`config.mk`:
```
export PLATFORM = sky130hd
export DESIGN_NAME = scaler_matrix_ram_h_flat
export DESIGN_NICKNAME = d
export VERILOG_FILES = /design/src/rtl/scaler_matrix_ram_h_pkg.sv /design/src/rtl/scaler_matrix_ram_h_if.sv /design/src/rtl/scaler_matrix_ram_h_col_fifo.sv /design/src/rtl/scaler_matrix_ram_h.sv /design/src/flat_wrapper.sv
export SDC_FILE = /design/constraint.sdc
export NUM_CORES = 1
export LEC_CHECK = 0
export CAP_MARGIN = 30
export CORE_UTILIZATION = 45
export DETAILED_ROUTE_END_ITERATION = 10
export GPL_ROUTABILITY_DRIVEN = 0
export PLACE_DENSITY = 0.61
export SYNTH_ARGS = -nofsm -noshare
export SYNTH_HDL_FRONTEND = slang
export SYNTH_HIERARCHICAL = 1
export SYNTH_SLANG_ARGS = --single-unit
```
`constraint.sdc`:
```
create_clock -name core_clk -period 5.7 [get_ports core_clk]
set_input_delay 1.14 -clock core_clk [delete_from_list [all_inputs] [get_ports core_clk]]
set_output_delay 1.14 -clock core_clk [all_outputs]
set_load 0.1 [all_outputs]
```
`src/rtl/scaler_matrix_ram_h_pkg.sv`:
```
// rtl/scaler_matrix_ram_h_pkg.sv - shared FSM encoding and helpers for the horizontal matrix-RAM responder
package scaler_matrix_ram_h_pkg;

  typedef enum logic [1:0] {
    ST_IDLE = 2'd0,
    ST_RUN  = 2'd1,
    ST_EDGE = 2'd2
  } state_t;

  function automatic int clog2(input int value);
    int res;
    res = 0;
    for (int i = 0; i < 31; i++) begin
      if ((1 << i) < value) res = i + 1;
    end
    return res;
  endfunction

  // Flat element position of window (col c, row r) for a k x k window.
  function automatic int win_idx(input int r, input int c, input int k);
    return r * k + c;
  endfunction

endpackage

```
`src/rtl/scaler_matrix_ram_h_if.sv`:
```
// rtl/scaler_matrix_ram_h_if.sv - column stream, matrix-RAM read and status bundle
interface scaler_matrix_ram_h_if #(
  parameter int P  = 8,
  parameter int K  = 4,
  parameter int HW = 11
);
  logic [HW-1:0]    core_arg_img_src_h;
  logic             h_start;
  logic             s_axis_col_valid;
  logic             s_axis_col_ready;
  logic [P*K-1:0]   s_axis_col_pixel;
  logic             matrix_ram_read_en;
  logic             matrix_ram_read_rsp_en;
  logic [P*K*K-1:0] matrix_ram_read_rsp_pixel;
  logic             matrix_ram_read_done;
  logic             status_underflow;

  modport master (
    output core_arg_img_src_h, h_start, s_axis_col_valid, s_axis_col_pixel,
           matrix_ram_read_en, matrix_ram_read_done,
    input  s_axis_col_ready, matrix_ram_read_rsp_en, matrix_ram_read_rsp_pixel,
           status_underflow
  );

  modport slave (
    input  core_arg_img_src_h, h_start, s_axis_col_valid, s_axis_col_pixel,
           matrix_ram_read_en, matrix_ram_read_done,
    output s_axis_col_ready, matrix_ram_read_rsp_en, matrix_ram_read_rsp_pixel,
           status_underflow
  );
endinterface

```
`src/rtl/scaler_matrix_ram_h_col_fifo.sv`:
```
// rtl/scaler_matrix_ram_h_col_fifo.sv - synchronous column FIFO with registered head output
module scaler_matrix_ram_h_col_fifo #(
  parameter int WIDTH = 32,
  parameter int DEPTH = 16
) (
  input  logic             core_clk,
  input  logic             rst,
  input  logic             i_flush,
  input  logic             i_push,
  input  logic [WIDTH-1:0] i_push_data,
  input  logic             i_pop,
  output logic             o_full,
  output logic             o_empty,
  output logic [WIDTH-1:0] o_head
);
  localparam int AW = $clog2(DEPTH);

  logic [WIDTH-1:0] r_mem [DEPTH];
  logic [AW:0]      r_wr_ptr;
  logic [AW:0]      r_rd_ptr;
  logic [WIDTH-1:0] r_head;

  assign o_empty = (r_wr_ptr == r_rd_ptr);
  assign o_full  = (r_wr_ptr[AW] != r_rd_ptr[AW]) && (r_wr_ptr[AW-1:0] == r_rd_ptr[AW-1:0]);
  assign o_head  = r_head;

  always_ff @(posedge core_clk) begin
    if (rst || i_flush) begin
      r_wr_ptr <= '0;
      r_rd_ptr <= '0;
    end else begin
      if (i_push && !o_full)  r_wr_ptr <= r_wr_ptr + 1'b1;
      if (i_pop  && !o_empty) r_rd_ptr <= r_rd_ptr + 1'b1;
    end
  end

  always_ff @(posedge core_clk) begin
    if (i_push && !o_full) r_mem[r_wr_ptr[AW-1:0]] <= i_push_data;
  end

  // Head is valid the cycle after the pop that selected it.
  always_ff @(posedge core_clk) begin
    if (rst) r_head <= '0;
    else if (i_pop && !o_empty && !i_flush) r_head <= r_mem[r_rd_ptr[AW-1:0]];
  end

endmodule

```
`src/rtl/scaler_matrix_ram_h.sv`:
```
// rtl/scaler_matrix_ram_h.sv - column buffer and KxK sliding window responder; SCALER_MATRIX_RAM_LEFT_PAD_EN enables left-edge replication
module scaler_matrix_ram_h
  import scaler_matrix_ram_h_pkg::*;
#(
  parameter int PIXEL_BITWIDTH = 8,
  parameter int KERNEL_MAX     = 4,
  parameter int IMG_H_MAX      = 1920,
  parameter int IMG_H_BITWIDTH = clog2(IMG_H_MAX),
  parameter int COL_FIFO_DEPTH = 16
) (
  input logic                 core_clk,
  input logic                 rst,
  scaler_matrix_ram_h_if.slave bus
);
  localparam int P  = PIXEL_BITWIDTH;
  localparam int K  = KERNEL_MAX;
  localparam int CW = P * K;

  state_t                    r_state;
  state_t                    w_state_nxt;
  logic [IMG_H_BITWIDTH-1:0] r_src_h;
  logic [IMG_H_BITWIDTH-1:0] r_push_cnt;
  logic [IMG_H_BITWIDTH-1:0] r_pop_cnt;
  logic                      w_fifo_full;
  logic                      w_fifo_empty;
  logic [CW-1:0]             w_fifo_head;
  logic                      w_push;
  logic                      w_read;
  logic                      w_pop;
  logic                      w_underflow_hit;
  logic                      r_p1_vld;
  logic                      r_p1_pop;
  logic                      r_rsp_en;
  logic                      r_underflow;
  logic [CW-1:0]             r_win [K];
  logic [CW-1:0]             w_win_nxt [K];
  logic [P*K*K-1:0]          w_win_flat;
  logic [P*K*K-1:0]          r_rsp_pixel;

  assign bus.s_axis_col_ready          = (r_state == ST_RUN) && !w_fifo_full && (r_push_cnt < r_src_h);
  assign bus.matrix_ram_read_rsp_en    = r_rsp_en;
  assign bus.matrix_ram_read_rsp_pixel = r_rsp_pixel;
  assign bus.status_underflow          = r_underflow;

  assign w_push          = bus.s_axis_col_valid && bus.s_axis_col_ready;
  assign w_read          = bus.matrix_ram_read_en && (r_state != ST_IDLE);
  assign w_pop           = w_read && (r_state == ST_RUN) && !w_fifo_empty && (r_pop_cnt < r_src_h);
  assign w_underflow_hit = w_read && (r_state == ST_RUN) && w_fifo_empty && (r_pop_cnt < r_src_h);

  scaler_matrix_ram_h_col_fifo #(.WIDTH(CW), .DEPTH(COL_FIFO_DEPTH)) u_col_fifo (
    .core_clk    (core_clk),
    .rst         (rst),
    .i_flush     (bus.h_start),
    .i_push      (w_push),
    .i_push_data (bus.s_axis_col_pixel),
    .i_pop       (w_pop),
    .o_full      (w_fifo_full),
    .o_empty     (w_fifo_empty),
    .o_head      (w_fifo_head)
  );

  always_ff @(posedge core_clk) begin
    if (rst) r_state <= ST_IDLE;
    else     r_state <= w_state_nxt;
  end

  always_comb begin
    w_state_nxt = r_state;
    if (bus.h_start) begin
      w_state_nxt = (bus.core_arg_img_src_h == '0) ? ST_EDGE : ST_RUN;
    end else begin
      case (r_state)
        ST_RUN: begin
          if (bus.matrix_ram_read_done) w_state_nxt = ST_IDLE;
          else if (w_pop && (r_pop_cnt + 1'b1 == r_src_h)) w_state_nxt = ST_EDGE;
        end
        ST_EDGE: if (bus.matrix_ram_read_done) w_state_nxt = ST_IDLE;
        ST_IDLE: w_state_nxt = ST_IDLE;
        default: w_state_nxt = ST_IDLE;
      endcase
    end
  end

  always_ff @(posedge core_clk) begin
    if (rst) begin
      r_src_h     <= '0;
      r_push_cnt  <= '0;
      r_pop_cnt   <= '0;
      r_underflow <= 1'b0;
    end else if (bus.h_start) begin
      r_src_h     <= bus.core_arg_img_src_h;
      r_push_cnt  <= '0;
      r_pop_cnt   <= '0;
      r_underflow <= 1'b0;
    end else begin
      if (w_push)          r_push_cnt  <= r_push_cnt + 1'b1;
      if (w_pop)           r_pop_cnt   <= r_pop_cnt + 1'b1;
      if (w_underflow_hit) r_underflow <= 1'b1;
    end
  end

`ifdef SCALER_MATRIX_RAM_LEFT_PAD_EN
  logic r_first;
  always_ff @(posedge core_clk) begin
    if (rst || bus.h_start)      r_first <= 1'b1;
    else if (r_p1_vld && r_p1_pop) r_first <= 1'b0;
  end
`endif

  // Without a pop the newest column is re-inserted, replicating the right edge.
  always_comb begin
    for (int c = 0; c < K - 1; c++) w_win_nxt[c] = r_win[c+1];
    w_win_nxt[K-1] = r_p1_pop ? w_fifo_head : r_win[K-1];
`ifdef SCALER_MATRIX_RAM_LEFT_PAD_EN
    if (r_first && r_p1_pop) begin
      for (int c = 0; c < K; c++) w_win_nxt[c] = w_fifo_head;
    end
`endif
    w_win_flat = '0;
    for (int r = 0; r < K; r++) begin
      for (int c = 0; c < K; c++) begin
        w_win_flat[win_idx(r, c, K)*P +: P] = w_win_nxt[c][r*P +: P];
      end
    end
  end

  always_ff @(posedge core_clk) begin
    if (rst || bus.h_start) begin
      r_p1_vld <= 1'b0;
      r_p1_pop <= 1'b0;
      r_rsp_en <= 1'b0;
      for (int c = 0; c < K; c++) r_win[c] <= '0;
    end else begin
      r_p1_vld <= w_read;
      r_p1_pop <= w_pop;
      r_rsp_en <= r_p1_vld;
      if (r_p1_vld) begin
        for (int c = 0; c < K; c++) r_win[c] <= w_win_nxt[c];
      end
    end
  end

  always_ff @(posedge core_clk) begin
    if (rst) r_rsp_pixel <= '0;
    else if (r_p1_vld && !bus.h_start) r_rsp_pixel <= w_win_flat;
  end

endmodule

```
`src/flat_wrapper.sv`:
```
// flat-port wrapper written by rule: the top's interface ports become plain ports
module scaler_matrix_ram_h_flat import scaler_matrix_ram_h_pkg::*;
#(
  parameter int PIXEL_BITWIDTH = 8,
  parameter int KERNEL_MAX     = 4,
  parameter int IMG_H_MAX      = 1920,
  parameter int IMG_H_BITWIDTH = clog2(IMG_H_MAX),
  parameter int COL_FIFO_DEPTH = 16
)
  (core_clk, rst, bus_core_arg_img_src_h, bus_h_start, bus_s_axis_col_valid, bus_s_axis_col_pixel, bus_matrix_ram_read_en, bus_matrix_ram_read_done, bus_s_axis_col_ready, bus_matrix_ram_read_rsp_en, bus_matrix_ram_read_rsp_pixel, bus_status_underflow);
  scaler_matrix_ram_h_if #(.P(8), .K(4), .HW(11)) bus_i ();
  input logic core_clk;
  input logic rst;
  input wire logic [$bits(bus_i.core_arg_img_src_h)-1:0] bus_core_arg_img_src_h;
  input wire logic [$bits(bus_i.h_start)-1:0] bus_h_start;
  input wire logic [$bits(bus_i.s_axis_col_valid)-1:0] bus_s_axis_col_valid;
  input wire logic [$bits(bus_i.s_axis_col_pixel)-1:0] bus_s_axis_col_pixel;
  input wire logic [$bits(bus_i.matrix_ram_read_en)-1:0] bus_matrix_ram_read_en;
  input wire logic [$bits(bus_i.matrix_ram_read_done)-1:0] bus_matrix_ram_read_done;
  output wire logic [$bits(bus_i.s_axis_col_ready)-1:0] bus_s_axis_col_ready;
  output wire logic [$bits(bus_i.matrix_ram_read_rsp_en)-1:0] bus_matrix_ram_read_rsp_en;
  output wire logic [$bits(bus_i.matrix_ram_read_rsp_pixel)-1:0] bus_matrix_ram_read_rsp_pixel;
  output wire logic [$bits(bus_i.status_underflow)-1:0] bus_status_underflow;
  assign bus_i.core_arg_img_src_h = bus_core_arg_img_src_h;
  assign bus_i.h_start = bus_h_start;
  assign bus_i.s_axis_col_valid = bus_s_axis_col_valid;
  assign bus_i.s_axis_col_pixel = bus_s_axis_col_pixel;
  assign bus_i.matrix_ram_read_en = bus_matrix_ram_read_en;
  assign bus_i.matrix_ram_read_done = bus_matrix_ram_read_done;
  assign bus_s_axis_col_ready = bus_i.s_axis_col_ready;
  assign bus_matrix_ram_read_rsp_en = bus_i.matrix_ram_read_rsp_en;
  assign bus_matrix_ram_read_rsp_pixel = bus_i.matrix_ram_read_rsp_pixel;
  assign bus_status_underflow = bus_i.status_underflow;
  scaler_matrix_ram_h #(.PIXEL_BITWIDTH(PIXEL_BITWIDTH), .KERNEL_MAX(KERNEL_MAX), .IMG_H_MAX(IMG_H_MAX), .IMG_H_BITWIDTH(IMG_H_BITWIDTH), .COL_FIFO_DEPTH(COL_FIFO_DEPTH)) u_core (.core_clk(core_clk), .rst(rst), .bus(bus_i));
endmodule
```
[Word-level counts from Yosys, hierarchy flattened]
Memory sizes are Yosys's and may differ from the RTL's. A register that Yosys moved wholly into a read port is not among the register bits.
Cells that the tools add are included.
Word-level totals
  bits in registers: 177
  latch bits: 0
  RAM bits: 640
  memory bits (read-only): 0
  bits of input ports: 49
  word-level logic and storage cells: 72
  memories: 2
Memory list
  u_core.u_col_fifo.r_mem: depth 16, bits a word 32, rd ports 1, clocked after memory_dff 1, write ports 1, line scaler_matrix_ram_h_col_fifo.sv:18  | logic [WIDTH-1:0] r_mem [DEPTH];
  u_core.r_win: depth 4, bits a word 32, rd ports 3, clocked after memory_dff 0, write ports 4, line scaler_matrix_ram_h.sv:35  | logic [CW-1:0] r_win [K];
Operators by class
  $add $sub $neg: 4
  $mul: 0
  divide/modulo/power cells: 0
  order comparisons: 2
  equal/unequal tests: 8
  shifts and indexed selects: 0
  mux-type cells: 18
  bitwise gates (word level): 4
  reduce and logical (&&, ||, !) cells: 23
Operators with widths (count)
  two-way mux 32 bit: 5
  adder 11 x 1 -> 11 bit (second input constant): 2
  < comparator 11 bit: 2
  logical AND 1 bit: 15
  equality test 11 bit: 1
  logical NOT 11 bit: 1
  adder 5 x 1 -> 5 bit (second input constant): 2
  two-way mux 2 bit: 5
  two-way mux 1 bit: 7
  equality test 5 bit: 1
  equality test 4 bit: 1
  inequality test 4 bit (second input constant): 1
  bitwise OR 1 bit: 4
  one-hot mux 2 bit (2 select lines): 1
  logical NOT 1 bit: 3
  inequality test 3 bit (second input constant): 1
  equality test 2 x 1 -> 1 bit (second input constant): 1
  equality test 2 bit (second input constant): 1
  AND reduction 2 bit: 1
  nonzero test 2 bit: 1
  OR reduction 2 bit: 1
  logical OR 1 bit: 1
  inequality test 1 bit: 1

[Logic depth before layout (Yosys ltp)]
Gate-level depths: netlist (run 1).
  depth in word-level cells: 10
  mapped depth: 12
  mapped depth without buffers: 11

[Modules after synthesis]
The synthesis (run 1) kept the hierarchy.
Modules (own cells, without submodules)
  scaler_matrix_ram_h_col_fifo: times used 1, cells each 1081, area an instance 21279.2 sq um
  scaler_matrix_ram_h: times used 1, cells each 804, area an instance 9904.5 sq um

[Least setup slack after synthesis (run 1)]
Ideal clock, no wire load.
  path kind: reg2out
  from: register u_core.r_src_h[8]
  to: output port bus_s_axis_col_ready
  arrival time: 3.704 ns
  path slack: 0.856 ns
  stages on the path, launching flop included: 7
  cells stage by stage: dfxtp_1 inv_1 ha_1 a21o_1 a21o_1 a2111oi_4 a21boi_0
On the way
  word-level cells in the longest chain between the ends: 2
Ends and longest elaborated chain
  start: declaration: line scaler_matrix_ram_h.sv:21  | logic [IMG_H_BITWIDTH-1:0] r_src_h;
  start signal: assignment: line scaler_matrix_ram_h.sv:91  | r_src_h <= bus.core_arg_img_src_h;
  < comparator 11 bit: line scaler_matrix_ram_h.sv:40  | assign bus.s_axis_col_ready = (r_state == ST_RUN) && !w_fifo_full && (r_push_cnt < r_src_h);
  logical AND 1 bit: line scaler_matrix_ram_h.sv:40
  end: declaration: line flat_wrapper.sv:20  | output wire logic [$bits(bus_i.s_axis_col_ready)-1:0] bus_s_axis_col_ready;
Every way passes these cells.

[Worst setup path in the final report (run 1)]
Same ends and word-level chain as after synthesis.

==> run summary, run 1 <==
Worst-Margin Slew: 1.20 ns
Critical Path Max Stage Delay: 1.18 ns
Slew Viols, Final: 0
Routed WL: 69800 µm
sequential share of the synthesized area: 72.0%
Cells after Synth: 1885
CTS H-Tree Depth: 3
Residual DRC: 0
Crit. End Element: output port
clk_skew: 0.0272 ns
grt total ovfl: 0
Fin Setup TNS: 0 ns
r2r setup slk: 1.38 ns
Post-DP Area: 34200 µm²
clk_lat worst skew: 0.64 ns
status: finished, final reports clean
Tot GR Track Use: 20.1%
CP Class: flop to output port
Syn Std Cell Area: 31200 µm²
max_cap viols: 0
# hold bufs at CTS: 0
Syn Area/Cell: 16.5 µm²
design area: 37000 µm²
Slowest cell on crit path: clkdlybuf4s50_1
worst-path cell chain: inv_1, ha_1, a21o_1, a21o_1, a2111oi_4, a21boi_0, clkdlybuf4s50_1
First DRT Iteration DRCs: 1202
Netlist cell types: 50
Hold Path Class: flop to flop
Startpoint Class: flop
IO Pins: 180
NumNets Final: 2152
vias per cell: 5.53
area grow syn2layout: 18.7%
P_leak: 0.0131 µW
ratio of cells with drive above 1 in the final layout: 17.1%
CTS resizes: 0
Rows: 96
Hold Slack: 0.447 ns
pwr dens: 330 nW/µm²
Initial Utilization: 45.5%
most frequent cells in the layout: edfxtp_1, dfxtp_1, clkdlybuf4s50_1
CTS tree: yes
WP data required: 4.56 ns
core area: 68600 µm²
initial antenna violation count: 5
critical path fanouts, max: 3
Die Wd: 265 µm
vias in the first global route: 17.4k
crit share post-route: 84.9%
Ys Warns: 6
commonest non-fill, non-tap cell in the layout: edfxtp_1
post-synthesis register bit count: 817
Die H: 265 µm
worst-case vdd ir drop: 0.246 mV
Crit path arrival time: 3.70 ns
syn_nets: 1962
Die ar.: 70400 µm²
PortBufs: 179
largest net degree at the start of global routing: 196
Post-DRT Antenna Nets: 0
Max Root-Sink Buffers: 3
number of vias in the routed layout: 17.0k
Post-CTS Setup Inserts: 0
Root Driver: clkbuf_16
fin util: 54.0%
RSZ-0062 raised after global routing: no
Slew HR: 20.2%
clk sinks: 817
Top cell by count, worst path: a21o_1
Synth Flop Type: edfxtp_1
Post-synth EDFFs: 608
fmax: 207 MHz
first-pass GRT wire length: 107000 µm
Inserted Clock Buffers: 85
Reg clk slew, reported paths: 0.06 ns
post-synthesis async set-or-reset flop share: 0%
detailed placer's ending HPWL: 40900 µm
drt pass-1 iters: 5
Final setup viols: 0
Final Critical Period: 4.84 ns
Hold Vio Cnt, Final: 0
Routed wire per std cell: 22.7 µm
## Yosys cell counts (12+ instances only)
| cell type | n | share of area (%) |
|---|---|---|
| inv_1 | 17 | 0.20 |
| a22o_1 | 32 | 0.90 |
| o22ai_1 | 33 | 0.66 |
| a21oi_1 | 12 | 0.19 |
| a21o_1 | 103 | 2.5 |
| and3_1 | 81 | 1.6 |
| buf_2 | 31 | 0.50 |
| xor2_1 | 15 | 0.42 |
| nand2_1 | 21 | 0.25 |
| dfxtp_1 | 209 | 13 |
| xnor2_1 | 33 | 0.93 |
| buf_1 | 13 | 0.16 |
| nor2b_1 | 38 | 0.76 |
| mux2i_1 | 47 | 1.5 |
| nor2_1 | 116 | 1.4 |
| ha_1 | 28 | 1.1 |
| clkbuf_1 | 64 | 0.77 |
| edfxtp_1 | 608 | 59 |
| mux2_2 | 64 | 2.3 |
| mux4_2 | 96 | 6.9 |
| nor3_1 | 71 | 1.1 |
| nand3_1 | 17 | 0.27 |
| a211oi_1 | 67 | 1.6 |
## metal layers
layer  global-route usage [%]  share of wire [%]
met5                        0              0.029
met4                     6.05                1.9
met3                     4.94                7.2
met2                     31.6                 47
met1                     27.6                 44
## critical path: cells and delay by family (launching register included)
kind	cells	cell delay, ns
buffers and inverters	2	1.27
AO/OA/AOI/OAI	4	1.11
flip-flops	1	0.38
adder cells (fa/ha/maj)	1	0.31
## logic make-up after synthesis
group / Yosys count / synth area share [%]
flops: 817 / 72.0
simple gates: 376 / 6.15
compound gates: 274 / 6.72
mux: 207 / 10.8
buf+inv: 135 / 1.94
xor+xnor: 48 / 1.35
fa+ha+maj: 28 / 1.12
## flip-flops by register name, indices dropped and copies added (netlist names), 2 cells and up
register,flops
u_core/r_win,96
u_core/bus.matrix_ram_read_rsp_pixel,128
u_core/r_src_h,11
u_core/r_push_cnt,11
u_core/r_pop_cnt,11
u_core/u_col_fifo/r_rd_ptr,5
u_core/u_col_fifo/r_mem,512
u_core/u_col_fifo/o_head,32
u_core/u_col_fifo/r_wr_ptr,5
u_core/r_state,2
## path summary, 6_finish.rpt
check                                            from                                       end  cells past startpoint
max reg2reg                         u_core/r_src_h[8]           u_core/u_col_fifo/r_mem[13][10]                     11
min reg2reg  u_core/bus.matrix_ram_read_rsp_pixel[94]  u_core/bus.matrix_ram_read_rsp_pixel[94]                      1
max                                 u_core/r_src_h[8]                      bus_s_axis_col_ready                      7
min          u_core/bus.matrix_ram_read_rsp_pixel[94]  u_core/bus.matrix_ram_read_rsp_pixel[94]                      1
## per-stage QoR
step	instances	power (µW)	setup WS [ns]
detailed placement	2917	6870	1.36
finish	3080	12200	0.858
floorplan	1885	6720	0.856
global placement	2910	6860	1.46
global route	3078	12600	0.724
CTS	3074	12400	0.823
## final cells by class
class                   count  area, µm²
fillers                  5452      31600
multi-input cells         933       8210
clock buffers             126       2440
clock inverters            31        344
inverters                  17       63.8
diodes                      4       10.0
well taps                 931       1160
flip-flops and latches    817      22500
repair buffers            221       2310
## power breakdown
group	total, µW	leakage, µW	internal (µW)	switching (µW)
logic	287	0.00439	86.8	200
clock network	5480	0.00137	3210	2270
registers	6450	0.00737	6430	21.5
total	12200	0.0131	9730	2490
No activity file was read; power rests on OpenSTA's default activity.
==> run 2, diff against run 1 <==
- PLACE_DENSITY: 0.61 -> 0.63
- clock period: 5.7 -> 4.4 ns (I/O delays scaled with it)
==> run 2 against run 1 <==
  * Hold slack worse by 0.0017 ns
  * Sequential power up 30%
  * Critical path depth up 5
  * Largest cell class unchanged
  * Highest routed layer unchanged
==> run summary, run 2 (same netlist as run 1, synthesis figures left out) <==
status: finished, final reports clean
Slew HR: 9.18% (-11 points)
RSZ-0062 raised after global routing: no
Die H: 265 µm (unchanged)
Rows: 96 (unchanged)
CP Class: flop to flop
clk_skew: 0.0265 ns (-0.000727 ns)
Post-DRT Antenna Nets: 0 (unchanged)
Hold Vio Cnt, Final: 0 (unchanged)
Fin Setup TNS: 0 ns (unchanged)
Residual DRC: 0 (unchanged)
Crit. End Element: flop
Crit path arrival time: 4.03 ns (+0.33 ns)
fill cell count: 5409 (-0.79%)
multi-input logic area: 8210 µm² (about the same)
Slew Viols, Final: 0 (unchanged)
max_cap viols: 0 (unchanged)
Post-Layout Cell Count: 3098 (+0.58%)
Hold Slack: 0.446 ns (-0.00166 ns)
WP data required: 4.71 ns (+0.15 ns)
grt total ovfl: 0 (unchanged)
P_leak: 0.0132 µW (+0.93%)
area grow syn2layout: 19.3%
detailed placer's ending HPWL: 40900 µm (about the same)
CTS resizes: 0 (unchanged)
most frequent cells in the layout: edfxtp_1, dfxtp_1, clkdlybuf4s50_1
post-placement cell count: 2939 (+0.75%)
Final setup viols: 0 (unchanged)
Routed WL: 68200 µm (-2.3%)
drt pass-1 iters: 5 (unchanged)
design area: 37200 µm² (+0.53%)
sequential cell area: 22500 µm² (unchanged)
core area: 68600 µm² (unchanged)
Final Critical Period: 3.72 ns
Post-DP Area: 34400 µm² (+0.64%)
Reg clk slew, reported paths: 0.06 ns (about the same)
Inserted Clock Buffers: 83 (-2.4%)
flip-flop count of the largest register after layout: 512 (unchanged)
Tot GR Track Use: 19.5% (-0.61 points)
Initial Utilization: 45.5% (unchanged)
ratio of cells with drive above 1 in the final layout: 18.0% (+0.94 points)
pwr dens: 423 nW/µm² (+28%)
crit share post-route: 84.6%
Root Driver: clkbuf_16
# hold bufs at CTS: 0 (unchanged)
Worst-Margin Slew: 1.36 ns (+0.166 ns)
Post-CTS Setup Inserts: 0 (unchanged)
clk sinks: 817 (unchanged)
initial antenna violation count: 2 (-3)
fin util: 54.2% (+0.29 points)
commonest non-fill, non-tap cell in the layout: edfxtp_1
IO Pins: 180 (unchanged)
First DRT Iteration DRCs: 1163 (-3.2%)
clk_lat worst skew: 0.63 ns (about the same)
largest net degree at the start of global routing: 196 (unchanged)
Die ar.: 70400 µm² (unchanged)
Max Root-Sink Buffers: 3 (unchanged)
fmax: 269 MHz
Startpoint Class: flop
critical path fanouts, max: 18 (+15)
CTS tree: yes
worst-case vdd ir drop: 0.281 mV (+14%)
first-pass GRT wire length: 104000 µm (-2.8%)
Routed wire per std cell: 22.0 µm (-2.9%)
Die Wd: 265 µm (unchanged)
vias in the first global route: 17.2k (-1.7%)
PortBufs: 179 (unchanged)
Hold Path Class: flop to flop
NumNets Final: 2172 (+0.93%)
number of vias in the routed layout: 17.0k (-0.065%)
CTS H-Tree Depth: 3 (unchanged)
vias per cell: 5.50 (-0.65%)
run 2: changes by cell type in the layout (fill, tap and decap cells not counted), sizes merged:
cell           before  now
bufinv              5    4
buf                43   66
clkbuf            126  123
diode               4    1
clkdlybuf4s50     178  177
clkinv             22   26
inv                20   19
run 2: worst paths after layout:
| path | slack, ns | end | cells past startpoint | from |
|---|---|---|---|---|
| worst min-delay path | 0.45 | u_core/bus.matrix_ram_read_rsp_pixel[26] | 1 | u_core/bus.matrix_ram_read_rsp_pixel[26] |
| worst max-delay path | 0.68 | u_core/u_col_fifo/r_mem[2][19] | 12 | u_core/r_src_h[8] |
| worst min register to register | 0.45 | u_core/bus.matrix_ram_read_rsp_pixel[26] | 1 | u_core/bus.matrix_ram_read_rsp_pixel[26] |
| worst max register to register | 0.68 | u_core/u_col_fifo/r_mem[2][19] | 12 | u_core/r_src_h[8] |
run 2: routing by layer:
metal,GRT usage (%),wire (µm)
met4,5.48,1520
met5,0,23
met3,3.75,4200
met2,30.6,31500
met1,27.7,30900
run 2: worst max-delay path, cell delays in order, from the launching register on:
cell	delay, ns
dfxtp_1	0.37
inv_1	0.08
ha_1	0.31
a21o_1	0.18
a21o_1	0.20
a2111oi_4	0.43
nand2_4	0.17
a21oi_2	0.14
buf_4	0.18
inv_1	0.07
a21oi_2	0.44
and3_2	0.59
buf_12	0.23
run 2: through the flow:
step                setup WS [ns]  total power, µW
floorplan                   0.309             8710
global placement            0.814             8890
detailed placement          0.746             8900
CTS                         0.648            15900
global route                0.481            16200
finish                      0.679            15700
run 2: layout make-up:
type	instances	area share [%]
antenna	1	0.00673
clock buffer	123	6.65
clock inverter	33	0.821
inverter	17	0.172
multi-input combinational	933	22.1
sequential	817	60.4
tap	931	3.13
timing repair buffer	243	6.77
run 2: power breakdown:
group          leakage [µW]  switching [µW]  internal [µW]
Sequential          0.00737            29.0           8330
Combinational       0.00451             261            114
Clock               0.00137            2850           4150
Total                0.0132            3140          12600
